### src/rtl/seg7_pkg.sv
// Shared seven-segment constants and the nibble decode helper.
// Segment vectors are ordered [0:6] = a..g and are active-low.
package seg7_pkg;

  localparam logic [0:6] SEG_BLANK = 7'b1111111;

  localparam logic [0:6] SEG_TABLE [16] = '{
    7'b0000001, 7'b1001111, 7'b0010010, 7'b0000110,
    7'b1001100, 7'b0100100, 7'b0100000, 7'b0001111,
    7'b0000000, 7'b0000100, 7'b0001000, 7'b1100000,
    7'b0110001, 7'b1000010, 7'b0110000, 7'b0111000
  };

  function automatic logic [0:6] hex_to_seg(input logic [3:0] nib);
    return SEG_TABLE[nib];
  endfunction

endpackage

### src/rtl/hex7seg.sv
// Combinational hex nibble to active-low seven-segment decode.
// Reusable by any display user that needs the standard glyph set.
module hex7seg
  import seg7_pkg::*;
(
  input  logic [3:0] nibble,
  output logic [0:6] seg
);

  assign seg = hex_to_seg(nibble);

endmodule

### src/rtl/seg7_scan_driver.sv
// Time-multiplexed N-digit common-anode seven-segment driver with shadow
// registers, leading-zero blanking, per-digit decimal points and registered pins.
module seg7_scan_driver
  import seg7_pkg::*;
#(
  parameter int NUM_DIGITS  = 4,
  parameter int REFRESH_DIV = 65536
) (
  input  logic                    clk,
  input  logic                    rst,
  input  logic                    enable,
  input  logic                    load,
  input  logic [4*NUM_DIGITS-1:0] value,
  input  logic [NUM_DIGITS-1:0]   dp_mask,
  input  logic                    blank_lz,
  output logic [0:6]              seg,
  output logic [NUM_DIGITS-1:0]   an,
  output logic                    dp
);

  localparam int PW = (REFRESH_DIV > 1) ? $clog2(REFRESH_DIV) : 1;
  localparam int IW = (NUM_DIGITS > 1) ? $clog2(NUM_DIGITS) : 1;
  localparam logic [PW-1:0] PCNT_MAX = PW'(REFRESH_DIV - 1);
  localparam logic [IW-1:0] IDX_MAX  = IW'(NUM_DIGITS - 1);

  if (NUM_DIGITS < 1 || NUM_DIGITS > 8) begin : g_bad_num_digits
    $error("seg7_scan_driver: NUM_DIGITS must be in 1..8");
  end
  if (REFRESH_DIV < 1) begin : g_bad_refresh_div
    $error("seg7_scan_driver: REFRESH_DIV must be >= 1");
  end

  logic [4*NUM_DIGITS-1:0] val_q, val_d;
  logic [NUM_DIGITS-1:0]   dpm_q, dpm_d;
  logic                    blz_q, blz_d;
  logic [PW-1:0]           pcnt_q, pcnt_d;
  logic [IW-1:0]           idx_q, idx_d;
  logic [0:6]              seg_q, seg_d;
  logic [NUM_DIGITS-1:0]   an_q, an_d;
  logic                    dp_q, dp_d;

  logic [NUM_DIGITS-1:0]   blank_vec;
  logic                    upper_zero;
  logic [3:0]              cur_nib;
  logic                    cur_blank;
  logic                    cur_dp;
  logic [0:6]              dec_seg;

  always_comb begin
    val_d = load ? value    : val_q;
    dpm_d = load ? dp_mask  : dpm_q;
    blz_d = load ? blank_lz : blz_q;
  end

  // Prescaler and digit index both freeze while the display is disabled.
  always_comb begin
    pcnt_d = pcnt_q;
    idx_d  = idx_q;
    if (enable) begin
      if (pcnt_q == PCNT_MAX) begin
        pcnt_d = '0;
        idx_d  = (idx_q == IDX_MAX) ? '0 : idx_q + 1'b1;
      end else begin
        pcnt_d = pcnt_q + 1'b1;
      end
    end
  end

  // Scan from the most significant digit down; digit 0 is never blanked.
  always_comb begin
    blank_vec  = '0;
    upper_zero = 1'b1;
    for (int i = NUM_DIGITS - 1; i >= 0; i--) begin
      upper_zero   = upper_zero & (val_q[4*i +: 4] == 4'h0);
      blank_vec[i] = blz_q & upper_zero & (i != 0);
    end
  end

  always_comb begin
    cur_nib   = 4'h0;
    cur_blank = 1'b0;
    cur_dp    = 1'b0;
    for (int i = 0; i < NUM_DIGITS; i++) begin
      if (idx_q == IW'(i)) begin
        cur_nib   = val_q[4*i +: 4];
        cur_blank = blank_vec[i];
        cur_dp    = dpm_q[i];
      end
    end
  end

  hex7seg u_hex7seg (
    .nibble (cur_nib),
    .seg    (dec_seg)
  );

  always_comb begin
    seg_d = SEG_BLANK;
    an_d  = '1;
    dp_d  = 1'b1;
    if (enable) begin
      seg_d = cur_blank ? SEG_BLANK : dec_seg;
      an_d  = ~(NUM_DIGITS'(1) << idx_q);
      dp_d  = ~cur_dp;
    end
  end

  always_ff @(posedge clk) begin
    if (rst) begin
      val_q  <= '0;
      dpm_q  <= '0;
      blz_q  <= 1'b0;
      pcnt_q <= '0;
      idx_q  <= '0;
      seg_q  <= SEG_BLANK;
      an_q   <= '1;
      dp_q   <= 1'b1;
    end else begin
      val_q  <= val_d;
      dpm_q  <= dpm_d;
      blz_q  <= blz_d;
      pcnt_q <= pcnt_d;
      idx_q  <= idx_d;
      seg_q  <= seg_d;
      an_q   <= an_d;
      dp_q   <= dp_d;
    end
  end

  assign seg = seg_q;
  assign an  = an_q;
  assign dp  = dp_q;

endmodule

### config.mk
export PLATFORM = sky130hd
export DESIGN_NAME = seg7_scan_driver
export DESIGN_NICKNAME = d
export VERILOG_FILES = /design/src/rtl/seg7_pkg.sv /design/src/rtl/hex7seg.sv /design/src/rtl/seg7_scan_driver.sv
export SDC_FILE = /design/constraint.sdc
export NUM_CORES = 1
export LEC_CHECK = 0
export BUFFER_PORTS_ARGS = -buffer_cell sky130_fd_sc_hd__clkbuf_2
export CORE_UTILIZATION = 60
export DETAILED_ROUTE_END_ITERATION = 10
export PLACE_DENSITY = 0.8
export SLEW_MARGIN = 20
export SYNTH_ARGS = -nofsm -noshare
export SYNTH_HDL_FRONTEND = slang
export SYNTH_HIERARCHICAL = 1
export SYNTH_SLANG_ARGS = --single-unit
### constraint.sdc
create_clock -name clk -period 4.4 [get_ports clk]
set_input_delay 0.22 -clock clk [delete_from_list [all_inputs] [get_ports clk]]
set_output_delay 0.22 -clock clk [all_outputs]
set_load 0.01 [all_outputs]
==> metrics.txt, run 1 <==
Post-Route WL 4.32 mm; compound-cell area share of the yosys netlist 7.17%; drt initial violations 152; most frequent cells in the layout 51 x dfxtp_1, 40 x nor2_1, 36 x clkbuf_2; critical path fanouts, max 12; Highest Clock Rate 304 MHz; Yosys Warn Count 6; endpoints failing setup 0; Site Rows 22; CP most frequent cell inv_1; final period demand of the worst path 3.29 ns; status finished, final reports clean; worst slew pin tran 0.812 ns; Die Span X 65.1 um; CP startpoint kind register; largest family of logic cells by synthesized area simple AND/OR/NAND/NOR gates; worst skew pair latency 0.30 ns; CTS Root Cell clkbuf_8; # IOs 37; Core ar. 3740 um2; ys flop type dfxtp_1; FF+latch count, synth 51; TritonRoute pass-1 iters 4; Ant. Diodes 0; Peak VDD IR 196 uV; Hold Violations, Final 0; routability congestion estimate 0.934; CTS max path bufs 2; Worst Setup End Kind register; arrival time at the worst endpoint 3.48 ns; Post-Place Cell Area 2560 um2; cts repair resizes 0; Initial Utilization 63.9%; slowest cell on the critical path o21ai_0; Fin Setup TNS 0 ns; worst r2r src idx_q[1]$_SDFFE_PP0P_; Post-Syn Nets 299; PortBufs 36; asr flop ratio synth 0%; Tightest Hold Check Type primary input to register; sequential fraction of the synthesis area 42.7%; Synth Area in Adders 6.28%; Vias/cell 5.36; design area 2650 um2; first-pass GRT wire length 7.49 mm; share of the synthesized area in the top cell type 42.7%; final net count 330; crit path cell chain inv_1 > ha_1 > nand3b_1 > a21oi_1 > a21oi_1 > o21ai_0 > inv_1 > ha_1 > inv_1 > mux4_1 > or3_1; R2R cell count 11; CTS tree yes; number of synthesized flops with an enable pin 0; Unique masters post-synth 36; Crit. Startpoint idx_q[1]$_SDFFE_PP0P_; Mapped Cells 262; layout cells sized above 1 16.0%; die area 4240 um2; mux cell area share after synthesis 12.4%; Simple-Gate Fraction of Synth Area 21.5%; DP Wirelength 3.20 mm; # hold bufs at CTS 0; max-slew violations 0; RSZ-0062 raised after global routing no; number of setup buffers added after CTS 0; hold depth 3; max_cap viols 0; critical path class register to register; Crit path largest cell delay 0.52 ns; Max Clock Skew 0.00483 ns; H-tree depth 2; Synth Area per Inst 9.13 um2; DR DRC count 0; DIE HEIGHT 65.1 um; DRT antenna net count 0; clock slew at reported path FFs 0.09 ns; Avg WL per Cell 12.6 um; overall routing resource usage 22.9%; gr ovfl total 0; pin count of the biggest net entering global routing 32; largest area contributor in the netlist dfxtp_1; Num CTS Buffers 5; worst hold start value[7]; most common cell after layout, fill and taps aside dfxtp_1; synthesized cell area 2390 um2; pwr dens 316 nW/um2; fillcell total 305; Post-Synth XOR/XNOR Area 5.13%; Final Cycle Share 74.8%; area delta synth->final 10.6%; initial antenna violation count 0; ranking of synthesized cells by area dfxtp_1 43%, mux2i_1 11%, ha_1 6.3%; vias in the first global route 1771; CP Data Required Time 4.59 ns; DR vias 1834; Max-slew headroom 45.8%; P_leak 1.08 nW; CTS sink cnt 51
[sequential cells by signal, indices dropped and copies added, names as in the netlist]
register	count
idx_q	2
blz_q	1
dp	1
an	4
pcnt_q	16
dpm_q	4
seg	7
val_q	16
[power by group]
part           total, mW  internal [mW]  switching [mW]  leakage, nW
logic             0.0879         0.0422          0.0456        0.616
registers          0.491          0.480          0.0116        0.418
clock network      0.256          0.111           0.145       0.0412
[per-stage QoR]
step                      utilization [%]  hold slack [ns]  setup WS (ns)  cells  total power, mW
after global routing                 70.7            0.161          0.763    342            0.875
after CTS                            70.7            0.152           1.12    342            0.842
after global placement               68.4            0.456           1.33    334            0.587
after floorplan                         -            0.365           1.40    262            0.563
after detailed placement             68.4            0.467           1.18    334            0.589
final                                70.7            0.152           1.11    342            0.835
[synthesized netlist by cell type, types with 2 or more instances]
master,number
a21oi_1,13
buf_1,2
clkbuf_1,6
clkbuf_8,2
dfxtp_1,51
ha_1,12
inv_1,9
mux2i_1,27
nand2_1,20
nand2b_1,2
nand3_1,4
nand3b_1,7
nand4_1,4
nor2_1,40
nor3_1,3
nor4_1,6
o21ai_0,13
or3_1,11
xnor2_1,10
xor2_1,4
[logic make-up (layout without fill, tap and decap cells)]
logic type / after synthesis / after routing
buffers and inverters: 23 / 55
AO/OA/AOI/OAI: 31 / 31
XOR/XNOR: 14 / 14
AND/OR/NAND/NOR: 103 / 103
multiplexers: 28 / 28
flip-flops: 51 / 51
adder cells (fa/ha/maj): 12 / 12
[worst max-delay path, delay by kind of cell, from the launching register on]
family / cells / cell delay [ns]
AND/OR/NAND/NOR: 2 / 0.57
multiplexers: 1 / 0.46
AO/OA/AOI/OAI: 3 / 0.74
flip-flops: 1 / 0.36
buffers and inverters: 3 / 0.36
adder cells (fa/ha/maj): 2 / 0.68
[layer usage]
layer,track usage (%),routed length (um),vias to the layer above
met1,26.5,1930,823
met4,9.78,76,0
met2,40.9,2100,49
met5,0,0,-
li1,-,-,953
met3,4.34,215,9
[cell type report]
class	instances	area, um2	area share (%)
inverters	10	37.5	1.42
multi-input cells	188	1250	47.4
repair buffers	37	188	7.10
well taps	48	60.1	2.27
clock inverters	2	12.5	0.473
clock buffers	6	72.6	2.74
flip-flops and latches	51	1020	38.6
[path summary, 6_finish.rpt]
path / end / slack (ns)
setup / recovery: seg[3]$_SDFF_PP1_ / 1.11
hold / removal: val_q[7]$_SDFFE_PP0P_ / 0.15
setup reg to reg: seg[3]$_SDFF_PP1_ / 1.11
hold reg to reg: blz_q$_SDFFE_PP0P_ / 0.50
Note: power is estimated with default switching activity, not from simulation.
==> inputs of run 2 (changes only) <==
--- a/config.mk
+++ b/config.mk
@@ -6,9 +6,9 @@
 export NUM_CORES = 1
 export LEC_CHECK = 0
 export BUFFER_PORTS_ARGS = -buffer_cell sky130_fd_sc_hd__clkbuf_2
-export CORE_UTILIZATION = 60
+export CORE_UTILIZATION = 50
 export DETAILED_ROUTE_END_ITERATION = 10
-export PLACE_DENSITY = 0.8
+export PLACE_DENSITY = 0.7
 export SLEW_MARGIN = 20
 export SYNTH_ARGS = -nofsm -noshare
 export SYNTH_HDL_FRONTEND = slang
==> constraint.sdc (replaced) <==
create_clock -name clk -period 2.93 [get_ports clk]
set_input_delay 0.1465 -clock clk [delete_from_list [all_inputs] [get_ports clk]]
set_output_delay 0.1465 -clock clk [all_outputs]
set_load 0.01 [all_outputs]
==> metrics.txt, run 2 (synthesized netlist as in run 1, its figures left out) <==
status finished with violations; Num CTS Buffers 5; gr ovfl total 0; CP Data Required Time 3.11 ns; die area 5060 um2; final worst setup slack 0.278 ns; overall routing resource usage 18.6%; Crit Reg-Reg Endpoint seg[3]$_SDFF_PP1_; Peak VDD IR 255 uV; first-pass GRT wire length 7.45 mm; H-tree depth 2; met2 GRT Util 31.4%; pin count of the biggest net entering global routing 32; final net count 334; most common cell after layout, fill and taps aside dfxtp_1; Reg power frac 57.0%; R2R Setup Slk 0.28 ns; hold depth 3; DR vias 1804; Psw 292 uW; CTS tree yes; Fin Setup TNS 0 ns; critical path fanouts, max 8; drt initial violations 128; R2R cell count 12; max_cap viols 0; DR DRC count 3; failing checks design-rule violations; initial antenna violation count 0; vias in the first global route 1687; Site Rows 24; Tightest Hold Check Type primary input to register; pwr dens 480 nW/um2; P_leak 1.11 nW; Avg WL per Cell 12.3 um; Top Usage Layer GRT met2; clock slew at reported path FFs 0.09 ns; Max-slew headroom 54.3%; Hold Violations, Final 0; routability congestion estimate 0.861; DRT antenna net count 0; Initial Utilization 53.4%; Logic pwr share 10.4%; CTS sink cnt 51; Hold Crit Endpoint val_q[14]$_SDFFE_PP0P_; DP Wirelength 3.20 mm; worst slack, placed 0.207 ns; worst slew pin tran 0.686 ns; most frequent cells in the layout 51 x dfxtp_1, 40 x nor2_1, 36 x clkbuf_2; Vias/cell 5.15; Core ar. 4470 um2; arrival time at the worst endpoint 2.83 ns; Power Total 1.29 mW; Highest Clock Rate 377 MHz; final period demand of the worst path 2.65 ns; critical path class register to register; layout cells sized above 1 17.1%; max-slew violations 0; Switching Share 22.6%; Int Pwr 1.00 mW; worst skew pair latency 0.29 ns; met3 Track Usage GR 4.56%; PortBufs 36; Post-Route WL 4.30 mm; CP startpoint kind register; TritonRoute pass-1 iters 7; area delta synth->final 12.7%; Max Clock Skew 0.00520 ns; post-layout util 60.2%; CTS Root Cell clkbuf_8; DIE HEIGHT 71.2 um; CTS max path bufs 2; Final Cycle Share 90.5%; # IOs 37; Ant. Diodes 0; endpoints failing setup 0; worst r2r src idx_q[1]$_SDFFE_PP0P_; clock share of power 32.6%; RSZ-0062 raised after global routing no; met1 GRT Util 23.5%; Die Span X 71.2 um; worst hold start value[14]; Worst Setup End Kind register
==> run 2: power by group through the flow <==
stage	clock network, mW	registers, mW	logic, mW
after floorplan	0	0.752	0.0931
final	0.421	0.738	0.135
after CTS	0.435	0.738	0.136
after detailed placement	0	0.754	0.136
after global routing	0.467	0.741	0.153
after global placement	0	0.754	0.133
==> run 2: area by class of cell <==
type / instances / area (um2)
clock buffers: 8 / 100
fillers: 415 / 1780
inverters: 10 / 37.5
multi-input cells: 188 / 1250
flip-flops and latches: 51 / 1020
well taps: 52 / 65.1
repair buffers: 41 / 218
==> run 2: metrics by stage <==
step	hold WS (ns)	area, um2	instances
after floorplan	0.291	2390	262
after global placement	0.380	2590	342
after detailed placement	0.389	2590	342
after CTS	0.0864	2700	350
after global routing	0.0832	2700	350
final	0.0916	2700	350
==> run 2: worst max-delay path by stage <==
| stage | start | endpoint | slack (ns) | cells past startpoint |
|---|---|---|---|---|
| global route | idx_q[1]$_SDFFE_PP0P_ | seg[3]$_SDFF_PP1_ | 0.04 | 11 |
| CTS | idx_q[1]$_SDFFE_PP0P_ | seg[3]$_SDFF_PP1_ | 0.20 | 11 |
| floorplan | idx_q[1]$_SDFFE_PP0P_ | seg[3]$_SDFF_PP1_ | 0.02 | 12 |
| finish | idx_q[1]$_SDFFE_PP0P_ | seg[3]$_SDFF_PP1_ | 0.28 | 12 |
| global placement | idx_q[1]$_SDFFE_PP0P_ | seg[3]$_SDFF_PP1_ | 0.32 | 11 |
| detailed placement | idx_q[1]$_SDFFE_PP0P_ | seg[3]$_SDFF_PP1_ | 0.21 | 11 |
==> run 2: worst max-delay path: stages (launching register included) <==
cell,delay (ns)
dfxtp_1,0.33
inv_1,0.10
ha_1,0.21
buf_4,0.16
nand2_1,0.07
a21oi_1,0.12
a21oi_1,0.06
o21ai_1,0.17
inv_1,0.13
ha_1,0.33
inv_1,0.04
mux4_1,0.45
or3_1,0.36
==> run 2: routing by layer <==
layer  wire length (um)  vias to the layer above  part of all wire (%)
met2               2040                       34                    47
met3                185                        2                   4.3
met5                  0                        -                     0
met1               2050                      803                    48
met4                 27                        0                  0.63
li1                   -                      965                     -
==> run 2: what timing repair did <==
item | 4_1_cts | 5_1_grt
buffers inserted | 0 | 0
gates resized for setup | 0 | 1
endpoints found under the setup margin | 0 | 1
hold buffers | 0 | 0
==> inputs of run 3 (changes only) <==
--- a/config.mk
+++ b/config.mk
@@ -6,9 +6,9 @@
 export NUM_CORES = 1
 export LEC_CHECK = 0
 export BUFFER_PORTS_ARGS = -buffer_cell sky130_fd_sc_hd__clkbuf_2
-export CORE_UTILIZATION = 50
+export CORE_UTILIZATION = 40
 export DETAILED_ROUTE_END_ITERATION = 10
-export PLACE_DENSITY = 0.7
+export PLACE_DENSITY = 0.58
 export SLEW_MARGIN = 20
 export SYNTH_ARGS = -nofsm -noshare
 export SYNTH_HDL_FRONTEND = slang
==> metrics.txt, run 3 (synthesized netlist as in run 1, its figures left out) <==
TritonRoute pass-1 iters 4; most common cell after layout, fill and taps aside dfxtp_1; fillcell total 586; Hold Violations, Final 0; status finished, final reports clean; DRT antenna net count 0; pwr dens 461 nW/um2; Post-Place Cell Area 2620 um2; CTS max path bufs 2; # IOs 37; Num CTS Buffers 5; met2 GRT Util 27.4%; die area 6290 um2; Fin Setup TNS 0 ns; PortBufs 36; DR vias 1825; critical path class register to register; CP Data Required Time 3.11 ns; number of setup buffers added after CTS 0; Max-slew headroom 52.8%; H-tree depth 2; met3 Track Usage GR 3.79%; routability congestion estimate 0.763; Avg WL per Cell 11.9 um; clock slew at reported path FFs 0.08 ns; initial antenna violation count 0; layout cells sized above 1 16.8%; Worst Setup End Kind register; Peak VDD IR 236 uV; vias in the first global route 1741; first-pass GRT wire length 7.41 mm; Tightest Hold Check Type primary input to register; P_leak 1.10 nW; Top Usage Layer GRT met2; most frequent cells in the layout 51 x dfxtp_1, 40 x nor2_1, 36 x clkbuf_2; final period demand of the worst path 2.70 ns; Initial Utilization 42.4%; CTS tree yes; worst skew pair latency 0.29 ns; design area 2700 um2; # hold bufs at CTS 0; DR DRC count 0; DIE HEIGHT 79.3 um; Die Span X 79.3 um; worst slew pin tran 0.709 ns; endpoints failing setup 0; area delta synth->final 13.0%; WHS 0.0822 ns; FF/Latch Area 1020 um2; Multi-input gate area 1250 um2; Post-Route WL 4.42 mm; Site Rows 27; cts repair resizes 0; DP Wirelength 3.34 mm; Final Cycle Share 92.3%; CTS sink cnt 51; met1 GRT Util 16.9%; max-slew violations 0; Core ar. 5640 um2; Highest Clock Rate 370 MHz; critical path fanouts, max 8; RSZ-0062 raised after global routing no; max_cap viols 0; CTS Root Cell clkbuf_8; gr ovfl total 0; Vias/cell 4.93; pin count of the biggest net entering global routing 32; overall routing resource usage 15.1%; drt initial violations 46; arrival time at the worst endpoint 2.88 ns; Ant. Diodes 0; final net count 334; CP startpoint kind register; Max Clock Skew 0.00811 ns
==> run 3: changes by cell type in the layout (fill, tap and decap cells not counted) <==
cell / previous run / this run
clkbuf_1: 1 / 2
clkbuf_8: 7 / 5
o21ai_1: 2 / 1
o21ai_0: 11 / 12
clkinv_2: 0 / 1
==> run 3: path summary, 6_finish.rpt <==
check	start	to	slack, ns	cells past startpoint
setup reg to reg	idx_q[1]$_SDFFE_PP0P_	seg[3]$_SDFF_PP1_	0.23	12
hold / removal	value[11]	val_q[11]$_SDFFE_PP0P_	0.08	3
hold reg to reg	dpm_q[3]$_SDFFE_PP0P_	dpm_q[3]$_SDFFE_PP0P_	0.51	2
setup / recovery	idx_q[1]$_SDFFE_PP0P_	seg[3]$_SDFF_PP1_	0.23	12
==> run 3: report_power, final <==
group / internal [mW] / switching [mW]
sequential: 0.720 / 0.0179
clock: 0.168 / 0.205
combinational: 0.0659 / 0.0687
total: 0.954 / 0.292
==> run 3: area by class of cell <==
type	instances	area share (%)
inverter	10	1.39
sequential	51	37.8
clock inverter	1	0.185
clock buffer	7	2.83
tap	72	3.33
multi-input combinational	188	46.4
timing repair buffer	41	8.06
==> run 3: critical path, stage by stage, from the launching register on <==
cell	delay [ns]
dfxtp_1	0.33
inv_1	0.10
ha_1	0.22
buf_4	0.17
nand2_1	0.06
a21oi_1	0.12
a21oi_1	0.05
o21ai_0	0.21
inv_1	0.15
ha_1	0.32
inv_1	0.04
mux4_1	0.46
or3_1	0.37
==> run 3: routing by layer <==
layer / vias to the layer above / wire, um
li1: 966 / -
met5: - / 0
met2: 29 / 2130
met1: 825 / 2080
met4: 0 / 52
met3: 5 / 160
==> run 3: stage by stage <==
| stage | util [%] | total power, mW | cells | worst slack, ns |
|---|---|---|---|---|
| finish | 47.9 | 1.25 | 370 | 0.227 |
| global placement | 46.4 | 0.889 | 362 | 0.304 |
| global route | 47.9 | 1.31 | 370 | 0.0000340 |
| CTS | 47.9 | 1.27 | 370 | 0.211 |
| floorplan | - | 0.846 | 262 | 0.0203 |
| detailed placement | 46.4 | 0.891 | 362 | 0.227 |
